[config.mk]
export PLATFORM = sky130hd
export DESIGN_NAME = umips_fetch_unit
export DESIGN_NICKNAME = d
export VERILOG_FILES = /design/src/rtl/umips_fetch_pkg.sv /design/src/rtl/umips_fetch_fifo.sv /design/src/rtl/umips_fetch_unit.sv
export SDC_FILE = /design/constraint.sdc
export NUM_CORES = 1
export LEC_CHECK = 0
export CELL_PAD_IN_SITES_DETAIL_PLACEMENT = 2
export CELL_PAD_IN_SITES_GLOBAL_PLACEMENT = 2
export CORE_MARGIN = 2
export CORE_UTILIZATION = 39
export DETAILED_ROUTE_END_ITERATION = 7
export PLACE_DENSITY = 0.87
export SLEW_MARGIN = 20
export SYNTH_ARGS = -nofsm -noshare
export SYNTH_HDL_FRONTEND = slang
export SYNTH_SLANG_ARGS = --single-unit
[constraint.sdc]
create_clock -name clk -period 4.5 [get_ports clk]
set_clock_uncertainty 0.2 [all_clocks]
set_input_delay 0.45 -clock clk [delete_from_list [all_inputs] [get_ports clk]]
set_output_delay 0.45 -clock clk [all_outputs]
set_load 0.02 [all_outputs]
[src/rtl/umips_fetch_pkg.sv]
// umips fetch unit: shared types and field constants.
// Loaded first so its macros are visible to every later file.
`ifndef UMIPS_FETCH_VH
`define UMIPS_FETCH_VH
`define FETCH_PC_INC 32'd4
`define INSTR_NOP 32'h0000_0000
`define OPCODE_MSB 31
`define OPCODE_LSB 26
`define FUNCT_MSB 5
`define FUNCT_LSB 0
`endif

package umips_fetch_pkg;

    typedef struct packed {
        logic [31:0] word;
        logic [31:0] pc;
    } fetch_entry_t;

    localparam int ENTRY_W = $bits(fetch_entry_t);

endpackage

[src/rtl/umips_fetch_fifo.sv]
// umips fetch unit: prefetch FIFO holding instruction word and PC tag.
// Flush wins over push and pop in the same cycle.
module umips_fetch_fifo #(
    parameter int DEPTH = 4,
    parameter int WIDTH = 64
) (
    input  logic                       clk,
    input  logic                       rst,
    input  logic                       push,
    input  logic                       pop,
    input  logic                       flush,
    input  logic [WIDTH-1:0]           din,
    output logic [WIDTH-1:0]           dout,
    output logic                       full,
    output logic                       empty,
    output logic [$clog2(DEPTH):0]     count
);
    localparam int AW = $clog2(DEPTH);
    localparam logic [AW:0] FULL_CNT = (AW+1)'(DEPTH);

    logic [WIDTH-1:0] mem [DEPTH];
    logic [AW-1:0]    rd_ptr;
    logic [AW-1:0]    wr_ptr;
    logic [AW:0]      cnt;
    logic             do_push;
    logic             do_pop;

    assign empty   = (cnt == '0);
    assign full    = (cnt == FULL_CNT);
    assign do_pop  = pop & ~empty & ~flush;
    assign do_push = push & ~flush & (~full | do_pop);
    assign dout    = mem[rd_ptr];
    assign count   = cnt;

    // Pointer and occupancy bookkeeping.
    always_ff @(posedge clk) begin
        if (!rst) begin
            rd_ptr <= '0;
            wr_ptr <= '0;
            cnt    <= '0;
        end else if (flush) begin
            rd_ptr <= '0;
            wr_ptr <= '0;
            cnt    <= '0;
        end else begin
            if (do_push)
                wr_ptr <= wr_ptr + 1'b1;
            if (do_pop)
                rd_ptr <= rd_ptr + 1'b1;
            cnt <= cnt + (AW+1)'(do_push) - (AW+1)'(do_pop);
        end
    end

    // Entry storage; contents need no reset.
    always_ff @(posedge clk) begin
        if (do_push)
            mem[wr_ptr] <= din;
    end

endmodule

[src/rtl/umips_fetch_unit.sv]
// umips fetch unit: PC, imem request/credit, redirect discard, prefetch.
// Optional UMIPS_FETCH_PERF_EN adds saturating performance counters.
module umips_fetch_unit
    import umips_fetch_pkg::*;
#(
    parameter logic [31:0] RESET_PC   = 32'h0000_0000,
    parameter int          FIFO_DEPTH = 4
) (
    input  logic        clk,
    input  logic        rst,
    output logic        imem_req,
    output logic [31:0] imem_addr,
    input  logic        imem_gnt,
    input  logic        imem_rvalid,
    input  logic [31:0] imem_rdata,
    input  logic        redirect,
    input  logic [31:0] redirect_pc,
    input  logic        stall,
    output logic        instr_valid,
    output logic [31:0] instr,
    output logic [31:0] instr_pc,
    output logic [5:0]  opcode,
    output logic [5:0]  ifunct
`ifdef UMIPS_FETCH_PERF_EN
    ,
    output logic [31:0] perf_stall_cycles,
    output logic [31:0] perf_empty_cycles,
    output logic [31:0] perf_redirects
`endif
);
    localparam int CW = $clog2(FIFO_DEPTH) + 1;
    localparam int SW = CW + 2;

    logic [31:0]   fetch_pc;
    logic [31:0]   resp_pc;
    logic [31:0]   target_pc;
    logic [CW-1:0] live;
    logic [CW-1:0] discard;
    logic [CW-1:0] fifo_count;
    logic [SW-1:0] inflight;
    logic          credit;
    logic          fifo_full;
    logic          fifo_empty;
    logic          hs;
    logic          rv_drop;
    logic          rv_live;
    logic          rv_take;
    logic          unused_ok;
    fetch_entry_t  push_entry;
    fetch_entry_t  head_entry;

    assign target_pc = {redirect_pc[31:2], 2'b00};
    assign unused_ok = ^redirect_pc[1:0];

    assign inflight = SW'(live) + SW'(discard) + SW'(fifo_count);
    assign credit   = (inflight < SW'(FIFO_DEPTH)) & ~fifo_full;
    assign imem_req  = rst & ~redirect & credit;
    assign imem_addr = fetch_pc;
    assign hs        = imem_req & imem_gnt;

    assign rv_drop = imem_rvalid & (discard != '0);
    assign rv_live = imem_rvalid & (discard == '0) & (live != '0);
    assign rv_take = rv_drop | rv_live;

    assign push_entry = '{word: imem_rdata, pc: resp_pc};

    umips_fetch_fifo #(
        .DEPTH (FIFO_DEPTH),
        .WIDTH (ENTRY_W)
    ) u_fifo (
        .clk   (clk),
        .rst   (rst),
        .push  (rv_live & ~redirect),
        .pop   (instr_valid & ~stall),
        .flush (redirect),
        .din   (push_entry),
        .dout  (head_entry),
        .full  (fifo_full),
        .empty (fifo_empty),
        .count (fifo_count)
    );

    assign instr_valid = rst & ~fifo_empty;
    assign instr    = instr_valid ? head_entry.word : `INSTR_NOP;
    assign instr_pc = instr_valid ? head_entry.pc : 32'h0;
    assign opcode   = instr[`OPCODE_MSB:`OPCODE_LSB];
    assign ifunct   = instr[`FUNCT_MSB:`FUNCT_LSB];

    // Fetch/response PCs and in-flight accounting; redirect dominates.
    always_ff @(posedge clk) begin
        if (!rst) begin
            fetch_pc <= RESET_PC;
            resp_pc  <= RESET_PC;
            live     <= '0;
            discard  <= '0;
        end else if (redirect) begin
            fetch_pc <= target_pc;
            resp_pc  <= target_pc;
            live     <= '0;
            discard  <= discard + live - CW'(rv_take);
        end else begin
            if (hs)
                fetch_pc <= fetch_pc + `FETCH_PC_INC;
            if (rv_live)
                resp_pc <= resp_pc + `FETCH_PC_INC;
            live    <= live + CW'(hs) - CW'(rv_live);
            discard <= discard - CW'(rv_drop);
        end
    end

    // A response with nothing outstanding breaks the memory protocol.
    always_ff @(posedge clk) begin
        if (rst)
            assert (!(imem_rvalid && live == '0 && discard == '0));
    end

`ifdef UMIPS_FETCH_PERF_EN
    // Saturating event counters, untouched by redirect.
    always_ff @(posedge clk) begin
        if (!rst) begin
            perf_stall_cycles <= '0;
            perf_empty_cycles <= '0;
            perf_redirects    <= '0;
        end else begin
            if (stall && instr_valid && perf_stall_cycles != '1)
                perf_stall_cycles <= perf_stall_cycles + 32'd1;
            if (!instr_valid && perf_empty_cycles != '1)
                perf_empty_cycles <= perf_empty_cycles + 32'd1;
            if (redirect && perf_redirects != '1)
                perf_redirects <= perf_redirects + 32'd1;
        end
    end
`endif

endmodule
=== Yosys cells after proc, flatten, opt, wreduce, memory -nomap -nowiden ===
Memory sizes are Yosys's and may differ from the RTL's. A register that Yosys moved wholly into a read port is not among the register bits.
Cells that the tools add are included.
W data, S select, Z words.

* Memory bits (writable): 256
* Bits in registers: 77
* Output and inout bits: 110
* Memories: 1
* Word-level logic and storage cells: 64
* Bits of input ports: 70

{| class="wikitable"
|+ Memories
! memory !! depth !! bits a word !! read ports !! clocked after Yosys merged registers in !! write ports !! RTL line !! RTL
|-
| u_fifo.mem || 4 || 64 || 1 || 1 || 1 || umips_fetch_fifo.sv:21 || <nowiki>logic [WIDTH-1:0] mem [DEPTH];</nowiki>
|}

* Reductions and logical operators: 7
* Equality and inequality tests: 1
* Add/sub/neg operators: 13
* Mux-type cells: 11
* $lt $le $gt $ge: 1
* Bitwise gates (word level): 21

{| class="wikitable"
|+ Operators with widths
! operator !! count
|-
| $mux W32 || 6
|-
| $add A32 B3 Y32 const B || 2
|-
| $and A1 B1 Y1 || 14
|-
| $sub A3 B1 Y3 || 4
|-
| $add A3 B1 Y3 || 2
|-
| $logic_not A3 Y1 || 2
|-
| $reduce_bool A3 Y1 || 2
|-
| $add A4 B3 Y5 || 1
|-
| $lt A5 B3 Y1 const B || 1
|-
| $not A1 Y1 || 5
|-
| $add A2 B1 Y2 const B || 2
|-
| $add A3 B3 Y4 || 1
|-
| $mux W2 || 2
|-
| $reduce_bool A2 Y1 || 2
|-
| $add A3 B3 Y3 || 1
|-
| $eq A3 B3 Y1 const B || 1
|-
| $mux W3 || 1
|-
| $mux W1 || 2
|-
| $or A1 B1 Y1 || 2
|-
| $reduce_or A2 Y1 || 1
|}

=== Depth between registers and ports, before layout ===
* Depth in word-level cells: 10
* Mapped depth: 17
* Gate-level depth less buffers: 16

=== Modules after synthesis ===
From an unflattened synthesis, not the netlist that was laid out.

* Cells, all modules: 970
* Area total of the unflattened synthesis: 14266.2 um2

{| class="wikitable"
|+ By module, submodules not included
! module !! seq. area each (um2) !! cells each !! instances !! area an instance (um2)
|-
| umips_fetch_fifo || 7867.5 || 385 || 1 || 9723.1
|-
| umips_fetch_unit || 1321.3 || 585 || 1 || 4543.1
|}

=== Least setup slack after synthesis ===
Ideal clock, no wire load.

* Path kind: reg2reg
* Start point: reg live[1]
* End point: reg live[2]
* Cell stages (with the launch flop): 18
* Slack: 0.508 ns
* Path buffers: 1
* Period minus slack after synthesis: 3.992 ns
* Library setup time: 0.127 ns
* Arrival time: 3.664 ns
* Required time: 4.173 ns
* Cell sequence: dfxtp_1 -> inv_1 -> fa_1 -> nor2_1 -> fa_1 -> and4bb_1 -> o41ai_4 -> nor2_4 -> inv_2 -> buf_2 -> ha_1 -> inv_1 -> ha_1 -> inv_1 -> fa_1 -> xnor2_1 -> xnor2_1 -> nor2_1

* Cells in the longest elaborated chain, start to end: 8
* Elaborated cells on any way between the ends: 10
* Those cells by class: add/sub: 4; order compare: 1; bitwise: 4; reduce/logical: 1

{| class="wikitable"
|+ Ends and longest elaborated chain
! element !! RTL line !! RTL
|-
| start, declared || umips_fetch_unit.sv:37 || <nowiki>logic [CW-1:0] live;</nowiki>
|-
| start signal, assigned || umips_fetch_unit.sv:106 || <nowiki>live <= live + CW'(hs) - CW'(rv_live);</nowiki>
|-
| $add A3 B3 Y4 || umips_fetch_unit.sv:55 || <nowiki>assign inflight = SW'(live) + SW'(discard) + SW'(fifo_count);</nowiki>
|-
| $add A4 B3 Y5 || umips_fetch_unit.sv:55 ||
|-
| $lt A5 B3 Y1 || umips_fetch_unit.sv:56 || <nowiki>assign credit = (inflight < SW'(FIFO_DEPTH)) & ~fifo_full;</nowiki>
|-
| $and A1 B1 Y1 || umips_fetch_unit.sv:56 ||
|-
| $and A1 B1 Y1 || umips_fetch_unit.sv:57 || <nowiki>assign imem_req = rst & ~redirect & credit;</nowiki>
|-
| $and A1 B1 Y1 || umips_fetch_unit.sv:59 || <nowiki>assign hs = imem_req & imem_gnt;</nowiki>
|-
| $add A3 B1 Y3 || umips_fetch_unit.sv:106 ||
|-
| $sub A3 B1 Y3 * || umips_fetch_unit.sv:106 ||
|}

Every way passes the cells marked *; elsewhere a longest branch is shown, timed or not.
A chain may end at the register's enable or synchronous reset.

=== Final worst setup path ===
* Start point: reg live[1]
* End point: out imem_req

* Cells in the longest elaborated chain, start to end: 5

{| class="wikitable"
|+ Ends and longest elaborated chain
! element !! RTL line !! RTL
|-
| $add A3 B3 Y4 || umips_fetch_unit.sv:55 ||
|-
| $add A4 B3 Y5 || umips_fetch_unit.sv:55 ||
|-
| $lt A5 B3 Y1 || umips_fetch_unit.sv:56 ||
|-
| $and A1 B1 Y1 || umips_fetch_unit.sv:56 ||
|-
| $and A1 B1 Y1 || umips_fetch_unit.sv:57 ||
|-
| end, declared || umips_fetch_unit.sv:11 || <nowiki>output logic imem_req,</nowiki>
|}

No other way between the ends.

==> flow_metrics.tcl <==
set metrics [dict create \
    fin_setup_tns_ns 0 \
    place_congestion 0.8344 \
    critical_path_class "reg -> out" \
    wl_met3_mm 1.939 \
    yosysSeqAreaShare_pct 64.25 \
    io_buffers 173 \
    final_common_cell "edfxtp_1" \
    synth_top_area_share_pct 53.47 \
    insertion_delay_ns 0.53 \
    yosys.area.top_type "edfxtp_1" \
    ctsResizeCount 0 \
    syn_area_per_cell_um2 14.46 \
    fmax_mhz 231.6 \
    whs_ns 0.2952 \
    p_leak_uw 0.005505 \
    yosysUniqueCellTypes 63 \
    final_cell_mix "248 x edfxtp_1, 173 x clkdlybuf4s50_1, 73 x dfxtp_1, 65 x nor2b_1, 62 x mux4_2" \
    syn_area_um2 13930 \
    status "finished clean" \
    ys_seq_elements 323 \
    slew_viol_final 0 \
    async_reset_ff_share_pct 0 \
    io_pins 180 \
    grt_pass1_wl_mm 61.53 \
    postCtsSetupRepairBufs 0 \
    antenna_found_initial 0 \
    drive_gt1_share_pct 13.92 \
    yosysWarnings 0 \
    die_w_um 193.0 \
    nets 1233 \
    synth_edf_count 248 \
    ir_worst_vdd_uv 209.4 \
    rsz0062_at_grt "no" \
    fin_util_pct 49.17 \
    synth-main-ff-cell "edfxtp_1" \
    worst_pin_slew_ns 0.8369 \
    routed_wl_mm 40.27 \
    nFillCells 3394 \
    fin_crit_ns 4.317 \
    ff_latch_area_um2 8954 \
    cts_hold_buf 0 \
    ys_top_cells_by_area "edfxtp_1 53%, dfxtp_1 11%, mux4_2 10%" \
    crit_path_end_kind "output pin" \
    setup_viol 0 \
    start_util_pct 39.35 \
    crit_fanout 8 \
    top_layer_used "met4" \
    critPathLaunchType "register" \
    wl_met1_mm 17.63 \
    syn_inst 963 \
    routedWlPerCell_um 24.78 \
    required_ns 3.85 \
    first_pass_iters 4 \
    cts_tree "built" \
    coreArea_um2 35400 \
    final_hold_viol_count 0 \
    first_iter_violations 468 \
    slew_headroom_pct 44.20 \
    clock_sinks 323 \
    cts_buffers 36 \
    multiInputGateArea_um2 4571 \
    avgViaCountPerCell 5.527 \
    dp_hpwl_mm 27.77 \
    grt_overflow 0 \
    arrival_ns 3.67 \
    die_area_um2 37240 \
    cts_htree_levels 2 \
    clk_pin_slew_ns 0.06 \
    gr-usage-all-layers_pct 22.05 \
    wl_met2_mm 19.83 \
    ctsRootBufferMaster "clkbuf_16" \
    route.detailed.drc 0 \
    rows 69 \
    diodes 0 \
    max_cap_violations 0 \
    area_delta_synth_final_pct 24.97 \
    vias 8982 \
    grt_pass1_vias 9935 \
    grt_max_degree 64 \
    die_h_um 193.0 \
    worstHoldPathType "reg -> reg" \
    antenna_left 0 \
    clk_path_buf_depth 3 \
    min_period_over_period_pct 95.93 \
    powerDensity_nw_per_um2 382.2 \
]
## cell usage after synthesis, drive strengths merged, types with 4 or more instances
master / n
a211oi: 4
a21oi: 50
a31oi: 10
and2: 6
and3: 11
and4: 6
buf: 29
clkbuf: 34
dfxtp: 75
edfxtp: 248
fa: 6
ha: 18
inv: 29
mux4: 62
nand2: 59
nand3: 26
nand3b: 4
nand4: 25
nor2: 31
nor2b: 65
nor3: 20
nor4: 14
o21ai: 34
o22ai: 4
o311ai: 6
o31a: 4
or2: 4
or3: 5
xnor2: 24
xor2: 15
## path summary, 6_finish.rpt
kind | slack, ns | cells past startpoint | to | startpoint
hold reg to reg | 0.30 | 2 | imem_addr[31] | imem_addr[31]
setup reg to reg | 0.41 | 16 | live[2] | live[1]
setup / recovery | 0.18 | 8 | imem_req | live[1]
hold / removal | 0.30 | 2 | imem_addr[31] | imem_addr[31]
## final cells by class
type                            count  area share, %
Clock buffer                       49          5.938
Clock inverter                     14         0.7189
Inverter                           30         0.6470
Multi-Input combinational cell    550          26.26
Sequential cell                   323          51.44
Tap cell                          461          3.314
Timing Repair Buffer              198          11.68
## per-layer routing
layer	global-route usage, %	vias up
met4	5.973	0
met2	38.13	271
met1	29.41	4632
met3	2.805	58
li1	-	4021
met5	0	-
## metrics by stage
stage	area [um2]	cells	setup WS, ns	power (uW)
after floorplan	13940	966	0.5084	3587
after global placement	16250	1562	0.5616	3774
after CTS	17400	1625	0.1306	6715
final	17400	1625	0.1829	6652
after detailed placement	16250	1562	0.4175	3810
after global routing	17400	1625	0.004257	6855
## cell families (layout without fill, tap and decap cells)
logic type,count (synthesis),in the layout,synth area share (%)
mux,67,67,10.40
buf+inv,93,291,3.063
simple gates,285,285,11.48
xor+xnor,39,39,2.453
flops,323,323,64.25
other cells,1,4,0.02693
compound gates,131,131,5.840
fa+ha+maj,24,24,2.480
## state kept, by name, indices dropped and copies added (netlist names), named ones only
signal         flops
u_fifo.rd_ptr      2
discard            3
u_fifo.mem       248
u_fifo.count       3
imem_addr         30
u_fifo.wr_ptr      2
live               3
resp_pc           30
## power breakdown
part	switching (uW)	internal [uW]	total, uW
Combinational	222	184	406
Clock	1180	1720	2900
Sequential	87.3	3260	3340
Total	1490	5160	6650
## worst max-delay path, cell delays in order (launching register included)
cell and delay, ns:
dfxtp_1 0.40, inv_1 0.14, fa_1 0.68, nor2_1 0.10
fa_1 0.41, nor2b_1 0.20, o21ai_2 0.17, nor4_1 0.37
clkdlybuf4s50_1 0.68
Power figures use the tool's default switching activity.
